[config.mk]
export PLATFORM = sky130hd
export DESIGN_NAME = hangman_core_param
export DESIGN_NICKNAME = d
export VERILOG_FILES = /design/src/rtl/hangman_core_param.sv
export SDC_FILE = /design/constraint.sdc
export NUM_CORES = 1
export LEC_CHECK = 0
export CAP_MARGIN = 15
export CORE_MARGIN = 3
export CORE_UTILIZATION = 45
export DETAILED_ROUTE_END_ITERATION = 12
export PLACE_DENSITY = 0.75
export SLEW_MARGIN = 20
export SYNTH_ARGS = -nofsm -noshare
export SYNTH_HDL_FRONTEND = slang
export SYNTH_SLANG_ARGS = --single-unit
[constraint.sdc]
create_clock -name clk -period 3 [get_ports clk]
set_input_delay 0.6 -clock clk [delete_from_list [all_inputs] [get_ports clk]]
set_output_delay 0.6 -clock clk [all_outputs]
set_load 0.01 [all_outputs]
[src/rtl/hangman_core_param.sv]
// Blind-hangman game engine: holds a WORD_LEN-letter secret and scores guesses.
// Each guess is scanned one position per cycle and gets a registered result code.
module hangman_core_param #(
  parameter int  WORD_LEN   = 5,
  parameter int  MAX_MISSES = 7,
  localparam int MISS_W     = 4
) (
  input  logic                  clk,
  input  logic                  reset,
  input  logic                  word_load,
  input  logic [WORD_LEN*5-1:0] word_in,
  input  logic                  new_game,
  input  logic                  guess_valid,
  input  logic [4:0]            guess_letter,
  output logic                  guess_ready,
  output logic                  busy,
  output logic                  guess_ack,
  output logic [1:0]            guess_result,
  output logic [WORD_LEN-1:0]   found,
  output logic [MISS_W-1:0]     miss_count,
  output logic                  win,
  output logic                  lose
);

  localparam int                IDX_W       = (WORD_LEN > 1) ? $clog2(WORD_LEN) : 1;
  localparam logic [IDX_W-1:0]  LAST_IDX    = IDX_W'(WORD_LEN - 1);
  localparam logic [MISS_W-1:0] MISS_MAX    = MISS_W'(MAX_MISSES);
  localparam logic [4:0]        LETTER_MAX  = 5'd25;
  localparam logic [1:0]        RES_MISS    = 2'b00;
  localparam logic [1:0]        RES_HIT     = 2'b01;
  localparam logic [1:0]        RES_REPEAT  = 2'b10;
  localparam logic [1:0]        RES_INVALID = 2'b11;

  typedef enum logic [2:0] {
    S_IDLE, S_READY, S_SCAN, S_UPDATE, S_WIN, S_LOSE
  } state_t;

  state_t                state_q, state_d;
  logic [4:0]            word_q [WORD_LEN];
  logic [4:0]            word_d [WORD_LEN];
  logic [WORD_LEN-1:0]   found_q, found_d;
  logic [MISS_W-1:0]     miss_q, miss_d, miss_nx;
  logic [25:0]           mask_q, mask_d;
  logic [4:0]            letter_q, letter_d;
  logic [IDX_W-1:0]      idx_q, idx_d;
  logic [1:0]            pend_q, pend_d;
  logic                  ack_q, ack_d;
  logic [1:0]            result_q, result_d;

  function automatic logic [MISS_W-1:0] sat_inc(input logic [MISS_W-1:0] v);
    return (v >= MISS_MAX) ? v : v + MISS_W'(1);
  endfunction

  // Out-of-alphabet codes in the secret count as already revealed.
  function automatic logic [WORD_LEN-1:0] prerevealed(input logic [WORD_LEN*5-1:0] w);
    logic [WORD_LEN-1:0] r;
    for (int i = 0; i < WORD_LEN; i++) begin
      r[i] = (w[5*i +: 5] > LETTER_MAX);
    end
    return r;
  endfunction

  always_comb begin
    state_d  = state_q;
    word_d   = word_q;
    found_d  = found_q;
    miss_d   = miss_q;
    miss_nx  = miss_q;
    mask_d   = mask_q;
    letter_d = letter_q;
    idx_d    = idx_q;
    pend_d   = pend_q;
    ack_d    = 1'b0;
    result_d = result_q;

    case (state_q)
      S_READY: begin
        if (guess_valid) begin
          letter_d = guess_letter;
          if (guess_letter > LETTER_MAX) begin
            pend_d  = RES_INVALID;
            state_d = S_UPDATE;
          end else if (mask_q[guess_letter]) begin
            pend_d  = RES_REPEAT;
            state_d = S_UPDATE;
          end else begin
            mask_d[guess_letter] = 1'b1;
            idx_d   = '0;
            pend_d  = RES_MISS;
            state_d = S_SCAN;
          end
        end
      end
      S_SCAN: begin
        if (word_q[idx_q] == letter_q) begin
          found_d[idx_q] = 1'b1;
          pend_d         = RES_HIT;
        end
        if (idx_q == LAST_IDX) state_d = S_UPDATE;
        else                   idx_d   = idx_q + IDX_W'(1);
      end
      S_UPDATE: begin
        ack_d    = 1'b1;
        result_d = pend_q;
        if (pend_q == RES_MISS) miss_nx = sat_inc(miss_q);
        miss_d = miss_nx;
        if (&found_q)                 state_d = S_WIN;
        else if (miss_nx == MISS_MAX) state_d = S_LOSE;
        else                          state_d = S_READY;
      end
      default: ;
    endcase

    // Strobes abort any guess in flight; word_load outranks new_game.
    if (new_game) begin
      found_d = '0;
      miss_d  = '0;
      mask_d  = '0;
      ack_d   = 1'b0;
      state_d = S_IDLE;
    end
    if (word_load) begin
      for (int i = 0; i < WORD_LEN; i++) word_d[i] = word_in[5*i +: 5];
      found_d = prerevealed(word_in);
      miss_d  = '0;
      mask_d  = '0;
      ack_d   = 1'b0;
      state_d = S_READY;
    end
  end

  always_ff @(posedge clk or posedge reset) begin
    if (reset) begin
      state_q  <= S_IDLE;
      for (int i = 0; i < WORD_LEN; i++) word_q[i] <= '0;
      found_q  <= '0;
      miss_q   <= '0;
      mask_q   <= '0;
      letter_q <= '0;
      idx_q    <= '0;
      pend_q   <= '0;
      ack_q    <= 1'b0;
      result_q <= '0;
    end else begin
      state_q  <= state_d;
      word_q   <= word_d;
      found_q  <= found_d;
      miss_q   <= miss_d;
      mask_q   <= mask_d;
      letter_q <= letter_d;
      idx_q    <= idx_d;
      pend_q   <= pend_d;
      ack_q    <= ack_d;
      result_q <= result_d;
    end
  end

  assign guess_ready  = (state_q == S_READY);
  assign busy         = (state_q == S_SCAN) || (state_q == S_UPDATE);
  assign guess_ack    = ack_q;
  assign guess_result = result_q;
  assign found        = found_q;
  assign miss_count   = miss_q;
  assign win          = (state_q == S_WIN);
  assign lose         = (state_q == S_LOSE);

endmodule

==> impl_summary.md, run 1 <==
Global routing
The first global-routing pass estimated 15400 um of wire. Global routing finished with a remaining overflow of 0. The total routing resource utilization after global routing is 19.8%. The initial antenna violation count came to 0.

The number of global-route vias before repair was 3038. Entering global routing, the biggest net connects 33 pins.

Pwr
IR analysis of the VDD net gives a maximum drop of 0.225 mV. The power dissipated by switching net loads is 620 uW. The proportion of power drawn by flip-flops and latches is 46.6%. Power spread over the standard cell area amounts to 530 nW/um2. The cell-internal power is 1870 uW.

Combinational cells account for 16.1% of the total power. Net switching is 24.9% of the power. The clock network fraction of design power is 37.3%. The analysis attributes to cell leakage a power of 0.00200 uW.

Setup path
For the worst setup path, the data arrival time is 2.96 ns. The critical path start-end classification is primary input to flip-flop. The worst setup path is launched from a primary input.

The critical path goes through clkdlybuf4s50_1 > mux4_1 > mux2i_1 > nor3_1 > nor3_4 > o22ai_1 > mux2_2. In this run the worst path has a maximum fanout of 7. The worst setup path is captured at a flip-flop.

For this design, the slowest cell found on the critical path is clkdlybuf4s50_1. The delay contributed by the slowest stage of the critical path is 0.62 ns. The worst endpoint required time is 3.23 ns.

Synth
The synthesized netlist contains 61 unique library cells. The number of synthesized flops with an enable pin is 0. The flip-flop and latch count after synthesis is 76. Summed over its instances, the top area cell type makes up 49.7% of the synthesized netlist area. Each instance of the synthesized netlist takes up on average 10.8 um2. After synthesis, the share of flip-flops with an asynchronous set or reset is 100%.

The post-synthesis instance area is 3830 um2. The number of warnings issued by yosys is 0. The sequential fraction of the synthesis area is 49.7%. Counting every instance in the synthesized netlist gives 353. The number of nets handed over by synthesis was 391. By area the synthesized netlist is led by dfrtp_1 (50%), mux2_2 (9.7%), nand2_1 (3.6%). The largest area contributor in the synthesized netlist is dfrtp_1. For this run, the leading register cell type out of synthesis is dfrtp_1.

Floorplanning
The starting density of the core is 46.6%. The I/O pin count is 51. The floorplan step defined a die boundary enclosing 9650 um2. Measured along the y axis, the die boundary spans 98.2 um. The core region is 8220 um2.

The horizontal extent of the die is 98.2 um. The count of standard-cell rows is 33.

Placed design
The HPWL after detailed placement is 6690 um. The number of placed instances, taps included, is 504. The count of input and output buffers is 50. The placed standard-cell area is 4470 um2. At the end of routability-driven placement, the weighted congestion stood at 0.841. The setup slack at placement is -0.0376 ns.

Clock network
CTS built an H-tree with a depth of 3. Clock-pin slew was measured on the worst setup and hold paths at 0.07 ns. The cell chosen for the clock root is clkbuf_8. The clock drives 76 sinks. The CTS buffer count is 9.

The worst-case clock buffer depth is 2. In this run the post-CTS setup repair buffer count came out at 0. TritonCTS built the clock tree. The count of instances resized after the clock tree is built is 0. The number of hold buffers added after CTS is 0. The source-to-sink clock delay at the later pin of the worst-skew pair is 0.35 ns.

Detailed routing
For this run, the detailed router's first-pass iteration total came to 5. The detailed-route via count is 3066. The count of nets left with antenna violations once routing finished came out at 0. For this run, design rule violations remaining after detail routing come to 0. The via density per instance is 5.91. Dividing the detail-routed wire length by the instance count gives 17.5 um.

Wires add up to 9100 um. The iteration-0 DRC count of the detailed router is 206.

Final layout
The final core area utilization is 57.3%. In the final layout, the share of cells above drive strength 1 is 18.6%. The number of antenna repair diodes is 0.

After routing the design area is 4710 um2. The number of non-filler instances in the completed layout is 519. The layout filler cell count is 684. Leaving out fill and tap cells, the most frequent cell in the layout is dfrtp_1. The area growth from synthesis to layout is 23.1%.

Leaving out fill and tap cells, the most frequent cells in the layout are dfrtp_1 (76), clkdlybuf4s50_1 (50), nand2_1 (37). The final net count is 448.

STA
Setup repair after global routing left no endpoint under its margin. The upper clock frequency limit is 366 MHz. The final count of hold timing violations is 0. Counting I/O delays and the setup requirement, the final critical path takes 2.73 ns. Setup violations remaining at the end of the flow were counted as 0.

Clock skew on the completed layout was measured at 0.00837 ns. Across all setup checks in the final design, the least slack found is 0.271 ns. The post-route clock period utilization is 91.0%. The measured slew at the worst slew-check pin is 0.575 ns. Measured against its own limit, the worst slew margin works out to 61.4%.

The number of pins exceeding their max-slew limit in the final report is 0.

Run
The tool flagged a number of max-cap violations equal to 0.

Run status
The run finished with clean final reports.

Worst hold path
The path category of the worst min-delay check is flip-flop to flip-flop.
[sequential cells by signal, summed over array words and instances (netlist names), 2 cells and up]
signal,flops
guess_result,2
miss_count,4
mask_q,26
pend_q,2
letter_q,5
state_q,3
found,5
word_q,25
idx_q,3
[synth_stat cells, types with 5 or more instances]
cell type / instances
inv_1: 8
o2111ai_1: 5
nand2_1: 37
o21ai_1: 8
o21ai_0: 12
a22o_1: 6
nand2b_1: 5
mux2i_1: 7
mux2_2: 33
buf_2: 5
dfrtp_1: 76
clkbuf_1: 7
a21oi_1: 17
nor2_1: 36
nor2b_1: 5
[per-layer routing]
metal | GRT usage, % | vias up | wire (um)
met1 | 27.0 | 1544 | 4070
met5 | 0 | - | 0
li1 | - | 1400 | -
met4 | 7.04 | 0 | 157
met2 | 31.9 | 107 | 4460
met3 | 3.71 | 15 | 410
[power by group through the flow]
stage,registers (uW),clock network [uW],logic (uW)
global placement,1180,0,391
CTS,1160,951,404
global route,1170,999,443
floorplan,1160,0,250
finish,1160,929,402
detailed placement,1180,0,402
[kinds of logic after synthesis]
logic type,synth area share (%)
and+or+nand+nor,15.7
AOI/OAI and AO/OA,13.9
DFF,49.7
muxes,14.9
buffers and inverters,3.40
xor gates and xnor gates,1.37
adders and majority gates,0.981
[area by class of cell]
type	instances	area (um2)	area share, %
clock buffers	10	138	2.92
repair buffers	65	613	13.0
inverters	8	30.0	0.638
multi-input cells	250	1790	38.1
flip-flops and latches	76	1900	40.4
clock inverters	5	100	2.13
well taps	105	131	2.79
[metrics by stage]
stage / hold WS (ns) / total power, uW / TNS, ns
detailed placement: 0.465 / 1580 / -0.193
global route: 0.506 / 2610 / 0
CTS: 0.487 / 2520 / 0
global placement: 0.456 / 1570 / 0
floorplan: 0.444 / 1410 / 0
finish: 0.486 / 2490 / 0
[worst max-delay path: cells and delay by family]
family	cells	cell delay, ns
multiplexers	3	1.10
AO/OA/AOI/OAI	1	0.15
AND/OR/NAND/NOR	2	0.50
buffers and inverters	1	0.62
[path summary, 6_finish.rpt]
path	start	to	slack (ns)	cells past startpoint
setup / recovery	guess_letter[0]	idx_q[0]	0.27	7
hold / removal	mask_q[15]	mask_q[15]	0.49	2
setup reg to reg	idx_q[1]	pend_q[1]	0.70	6
hold reg to reg	mask_q[15]	mask_q[15]	0.49	2
max in group asynchronous	reset	mask_q[13]	1.65	3
min in group asynchronous	reset	word_q[20]	0.61	2
(Power assumes the default switching activity.)
==> run 2, diff against run 1 <==
- CAP_MARGIN: 15 -> 20
==> results of run 2 <==
Final layout, timing and power as in run 1 (identical DEF).
